$ cat config.mk
export PLATFORM = sky130hd
export DESIGN_NAME = muldiv_ctrl
export DESIGN_NICKNAME = d
export VERILOG_FILES = /design/src/rtl/muldiv_ctrl.sv
export SDC_FILE = /design/constraint.sdc
export NUM_CORES = 1
export LEC_CHECK = 0
export BUFFER_PORTS_ARGS = -buffer_cell sky130_fd_sc_hd__buf_2
export CORE_ASPECT_RATIO = 1.25
export CORE_MARGIN = 5
export CORE_UTILIZATION = 40
export CTS_CLUSTER_DIAMETER = 100
export DETAILED_ROUTE_END_ITERATION = 8
export PLACE_DENSITY = 0.75
export SLEW_MARGIN = 40
export SYNTH_ARGS = -nofsm -noshare
export SYNTH_HDL_FRONTEND = slang
export SYNTH_SLANG_ARGS = --single-unit
$ cat constraint.sdc
create_clock -name clk -period 6.8 [get_ports clk]
set_input_delay 0.68 -clock clk [delete_from_list [all_inputs] [get_ports clk]]
set_output_delay 0.68 -clock clk [all_outputs]
set_load 0.02 [all_outputs]
$ cat src/rtl/muldiv_ctrl.sv
// Execute-stage sequencer for the shared multi-cycle multiplier and divider.
// Launches a unit, stalls E until ready, then commits HI/LO exactly once.
module muldiv_ctrl #(
    parameter int TIMEOUT_CYCLES = 64
) (
    input  logic        clk,
    input  logic        rst,
    input  logic        op_validE,
    input  logic [1:0]  op_typeE,
    input  logic [31:0] src_aE,
    input  logic [31:0] src_bE,
    input  logic        stallE,
    input  logic        flushE,
    output logic        mul_start_o,
    output logic        div_start_o,
    output logic        sign_o,
    output logic [31:0] opa_o,
    output logic [31:0] opb_o,
    output logic        unit_flush_o,
    input  logic        mul_ready_i,
    input  logic        div_ready_i,
    input  logic [63:0] mul_result_i,
    input  logic [63:0] div_result_i,
    output logic        alustallE,
    output logic        hilo_writeE,
    output logic [63:0] hilo_wdataE,
    output logic        busy_o,
    output logic        timeout_o
);

    localparam int CW = $clog2(TIMEOUT_CYCLES);
    localparam logic [CW-1:0] CNT_LAST = CW'(TIMEOUT_CYCLES - 1);

    typedef enum logic [1:0] {
        IDLE,
        MUL_BUSY,
        DIV_BUSY,
        DONE
    } state_t;

    state_t        state_q, state_d;
    logic [31:0]   opa_q, opa_d;
    logic [31:0]   opb_q, opb_d;
    logic          sign_q, sign_d;
    logic [63:0]   result_q, result_d;
    logic [CW-1:0] cnt_q, cnt_d;
    logic          timeout_q, timeout_d;
    logic          stall;
    logic          uflush;
    logic          rdy;
    logic [63:0]   res;

    always_ff @(posedge clk or negedge rst) begin
        if (!rst) begin
            state_q   <= IDLE;
            opa_q     <= '0;
            opb_q     <= '0;
            sign_q    <= 1'b0;
            result_q  <= '0;
            cnt_q     <= '0;
            timeout_q <= 1'b0;
        end else begin
            state_q   <= state_d;
            opa_q     <= opa_d;
            opb_q     <= opb_d;
            sign_q    <= sign_d;
            result_q  <= result_d;
            cnt_q     <= cnt_d;
            timeout_q <= timeout_d;
        end
    end

    always_comb begin
        state_d   = state_q;
        opa_d     = opa_q;
        opb_d     = opb_q;
        sign_d    = sign_q;
        result_d  = result_q;
        cnt_d     = cnt_q;
        timeout_d = timeout_q;
        stall     = 1'b0;
        uflush    = 1'b0;
        rdy       = (state_q == MUL_BUSY) ? mul_ready_i : div_ready_i;
        res       = (state_q == MUL_BUSY) ? mul_result_i : div_result_i;
        unique case (state_q)
            IDLE: begin
                if (op_validE && !flushE) begin
                    stall  = 1'b1;
                    opa_d  = src_aE;
                    opb_d  = src_bE;
                    sign_d = ~op_typeE[0];
                    // Divide-by-zero never reaches the divider
                    if (op_typeE[1] && (src_bE == 32'd0)) begin
                        result_d = {src_aE, 32'hFFFF_FFFF};
                        state_d  = DONE;
                    end else if (op_typeE[1]) begin
                        state_d = DIV_BUSY;
                    end else begin
                        state_d = MUL_BUSY;
                    end
                end
            end
            MUL_BUSY, DIV_BUSY: begin
                stall = 1'b1;
                if (flushE) begin
                    uflush  = 1'b1;
                    cnt_d   = '0;
                    state_d = IDLE;
                end else if (rdy) begin
                    result_d = res;
                    cnt_d    = '0;
                    state_d  = DONE;
                end else if (cnt_q == CNT_LAST) begin
                    uflush    = 1'b1;
                    timeout_d = 1'b1;
                    result_d  = '0;
                    cnt_d     = '0;
                    state_d   = DONE;
                end else begin
                    cnt_d = cnt_q + CW'(1);
                end
            end
            DONE: begin
                if (!stallE || flushE) begin
                    state_d = IDLE;
                end
            end
            default: begin
                state_d = IDLE;
            end
        endcase
    end

    // Stall is gated by reset so it drops while reset is held
    assign alustallE    = stall & rst;
    assign unit_flush_o = uflush;
    assign mul_start_o  = (state_q == MUL_BUSY);
    assign div_start_o  = (state_q == DIV_BUSY);
    assign sign_o       = sign_q;
    assign opa_o        = opa_q;
    assign opb_o        = opb_q;
    assign hilo_writeE  = (state_q == DONE) & ~stallE & ~flushE;
    assign hilo_wdataE  = result_q;
    assign busy_o       = (state_q != IDLE);
    assign timeout_o    = timeout_q;

endmodule

==> impl_metrics.py <==
metrics = {
    "floorplanning": {
        "die_h_um": 157,
        "die_width_um": 127,
        "start_util_pct": 40.8,
        "pin_count": 337,
        "rows": 53,
        "die_area_mm2": 0.0199,
        "core_mm2": 0.0168,
    },
    "routing": {
        "vias": 5636,
        "drt_wl_total_um": 19400,
        "first_iter_violations": 227,
        "drtPass1Iterations": 5,
        "remaining_drc_errors": 0,
        "ant_nets": 0,
        "viasPerCell": 4.99,
        "wire_per_inst_um": 17.1,
    },
    "synth": {
        "ys_ff_latch": 138,
        "synthFlopType": "dfrtp_1",
        "synth_edf_count": 0,
        "synthMostInstantiatedCell": "dfrtp_1",
        "netlist_area_mm2": 0.00687,
        "synth_nets": 785,
        "yosys_warnings": 0,
        "yosys.area.top_type_share_pct": 50.3,
        "yosysTopAreaCell": "dfrtp_1",
        "seq_area_frac_synth_pct": 50.3,
        "async_reset_ff_share_pct": 100,
        "synth_area_leaders": "dfrtp_1 (50%), mux2_2 (22%), a22oi_1 (3.5%), mux2_4 (2.8%), nand3_1 (2.5%)",
        "avgSynthCellArea_um2": 11.9,
        "synth_common_cells": "dfrtp_1 (138), mux2_2 (136), nand2_1 (42)",
        "synth_cell_types": 39,
        "synthCells": 577,
    },
    "power": {
        "power_density_mw_per_mm2": 507,
        "leakage_nw": 4.71,
        "ir_worst_vdd_mv": 0.363,
    },
    "worst_setup_path": {
        "startpoint_type": "flip-flop",
        "cp.buffers_inverters": 2,
        "cp.required_ns": 6.12,
        "cp_top_family": "simple AND/OR/NAND/NOR gates",
        "cpPeakStageDelay_ns": 0.71,
        "crit_chain": "inv_1 > ha_4 > and2_2 > or2_1 > nor2_1 > o21a_1 > buf_2",
        "end_kind": "primary output",
        "r2r-start": "state_q[1]",
        "worstSetupStartpoint": "state_q[1]",
        "cp_max_fo": 36,
        "crit_path_top_delay_cell": "and2_2",
        "arrival_ns": 2.87,
        "path_class": "reg2out",
    },
    "grt": {
        "grt_use_total_pct": 19.1,
        "grt_max_degree": 78,
        "grt_remaining_overflow": 0,
        "antenna_found_initial": 0,
        "grt_pass1_vias": 5917,
        "grt_pass1_wl_um": 30100,
    },
    "place": {
        "pre_cts_ws_ns": 3.49,
        "gp_congestion": 0.799,
        "dpl.hpwl_um": 14800,
        "io_buffers": 336,
        "placed_area_mm2": 0.00869,
    },
    "clocking": {
        "cts_setup_buffers": 0,
        "post_cts_resized": 0,
        "cts.sinks": 138,
        "cts_hold_buf": 0,
        "cts.reportedPaths.clkPinSlew_ns": 0.06,
        "cts_buffers": 17,
        "cts_buffer_depth": 2,
        "htree_levels": 4,
        "tritoncts": "done",
        "root_buffer": "clkbuf_16",
        "insertion_delay_ns": 0.41,
    },
    "sta": {
        "tns_ns": 0,
        "worst_clock_skew_ns": 0.00769,
        "max_clock_freq_mhz": 282,
        "slew_violations": 0,
        "rsz0062_at_grt": "false",
        "fin_crit_ns": 3.55,
        "setup_viol": 0,
        "holdWs_ns": 0.270,
        "fin_ws_ns": 3.25,
        "period_share_pct": 52.1,
        "worstMarginPinSlew_ns": 0.831,
        "slew_headroom_pct": 44.5,
        "final_hold_viol_count": 0,
    },
    "cells_and_area": {
        "finalNetCount": 1105,
        "n_antenna_cell": 0,
        "design_area_mm2": 0.00931,
        "drive_gt1_share_pct": 58.5,
        "finish.utilization_pct": 55.3,
        "area_growth_pct": 35.6,
    },
    "status": {
        "status": "complete, no violations",
    },
    "job": {
        "cap_violations": 0,
    },
    "min_path": {
        "worst_hold_path_type": "in2async",
    },
}
==> state kept, by name, summed over array words and instances, names as in the netlist <==
signal,count
sign_o,1
timeout_o,1
opb_o,32
hilo_wdataE,64
cnt_q,6
opa_o,32
state_q,2
==> per-layer routing <==
| layer | vias to the layer above | part of all wire [%] | GRT usage [%] |
|---|---|---|---|
| met5 | - | 0 | 0 |
| met4 | 0 | 1.7 | 5.93 |
| met1 | 2696 | 38 | 22.0 |
| met3 | 24 | 7.9 | 5.77 |
| li1 | 2683 | - | - |
| met2 | 233 | 53 | 33.9 |
==> where the power goes <==
group	switching, mW	internal [mW]	total, mW
Clock	0.355	0.616	0.971
Combinational	1.37	0.970	2.34
Sequential	0.199	1.21	1.41
==> per-stage QoR <==
step / power (mW) / instances
after floorplan: 3.02 / 577
after global placement: 3.70 / 1096
after detailed placement: 3.79 / 1098
after CTS: 4.79 / 1130
after global routing: 5.04 / 1130
final: 4.72 / 1130
==> cell type report <==
cell class	count	area (um2)
inverters	38	143
fillers	1485	7530
flip-flops and latches	138	3450
multi-input cells	360	3060
clock buffers	18	429
clock inverters	14	194
repair buffers	342	1760
well taps	220	275
==> layout by cell type (no fill, tap or decap), drive strengths merged, types with 2 or more instances in the layout <==
master	count
dfrtp	138
nand4	2
o32ai	2
o21ai	42
ha	7
nand2	42
a22oi	32
clkinv	5
inv	41
nor4	8
nor2	3
a21oi	4
clkbuf	18
bufinv	4
and3	3
clkinvlp	2
o211ai	2
nor2b	3
nand2b	3
mux2	157
nand3	35
o22ai	2
nor3b	2
buf	342
mux2i	2
==> final timing paths <==
path | end | slack, ns | depth (start not counted)
max in group asynchronous | hilo_wdataE[41] | 5.47 | 2
worst max-delay path | unit_flush_o | 3.25 | 7
min in group clk | timeout_o | 0.46 | 1
worst min register to register | timeout_o | 0.46 | 1
worst min-delay path | hilo_wdataE[38] | 0.27 | 1
worst max register to register | hilo_wdataE[35] | 3.55 | 7
==> logic make-up (layout without fill, tap and decap cells) <==
| logic type | count (synthesis) | after routing | share of synthesized area [%] |
|---|---|---|---|
| AOI/OAI and AO/OA | 89 | 89 | 8.49 |
| xor gates and xnor gates | 1 | 1 | 0.128 |
| adders and majority gates | 7 | 7 | 1.27 |
| buffers and inverters | 79 | 412 | 5.68 |
| DFF | 138 | 138 | 50.3 |
| muxes | 159 | 159 | 26.9 |
| and+or+nand+nor | 104 | 104 | 7.25 |
No activity file was read; power rests on OpenSTA's default activity.
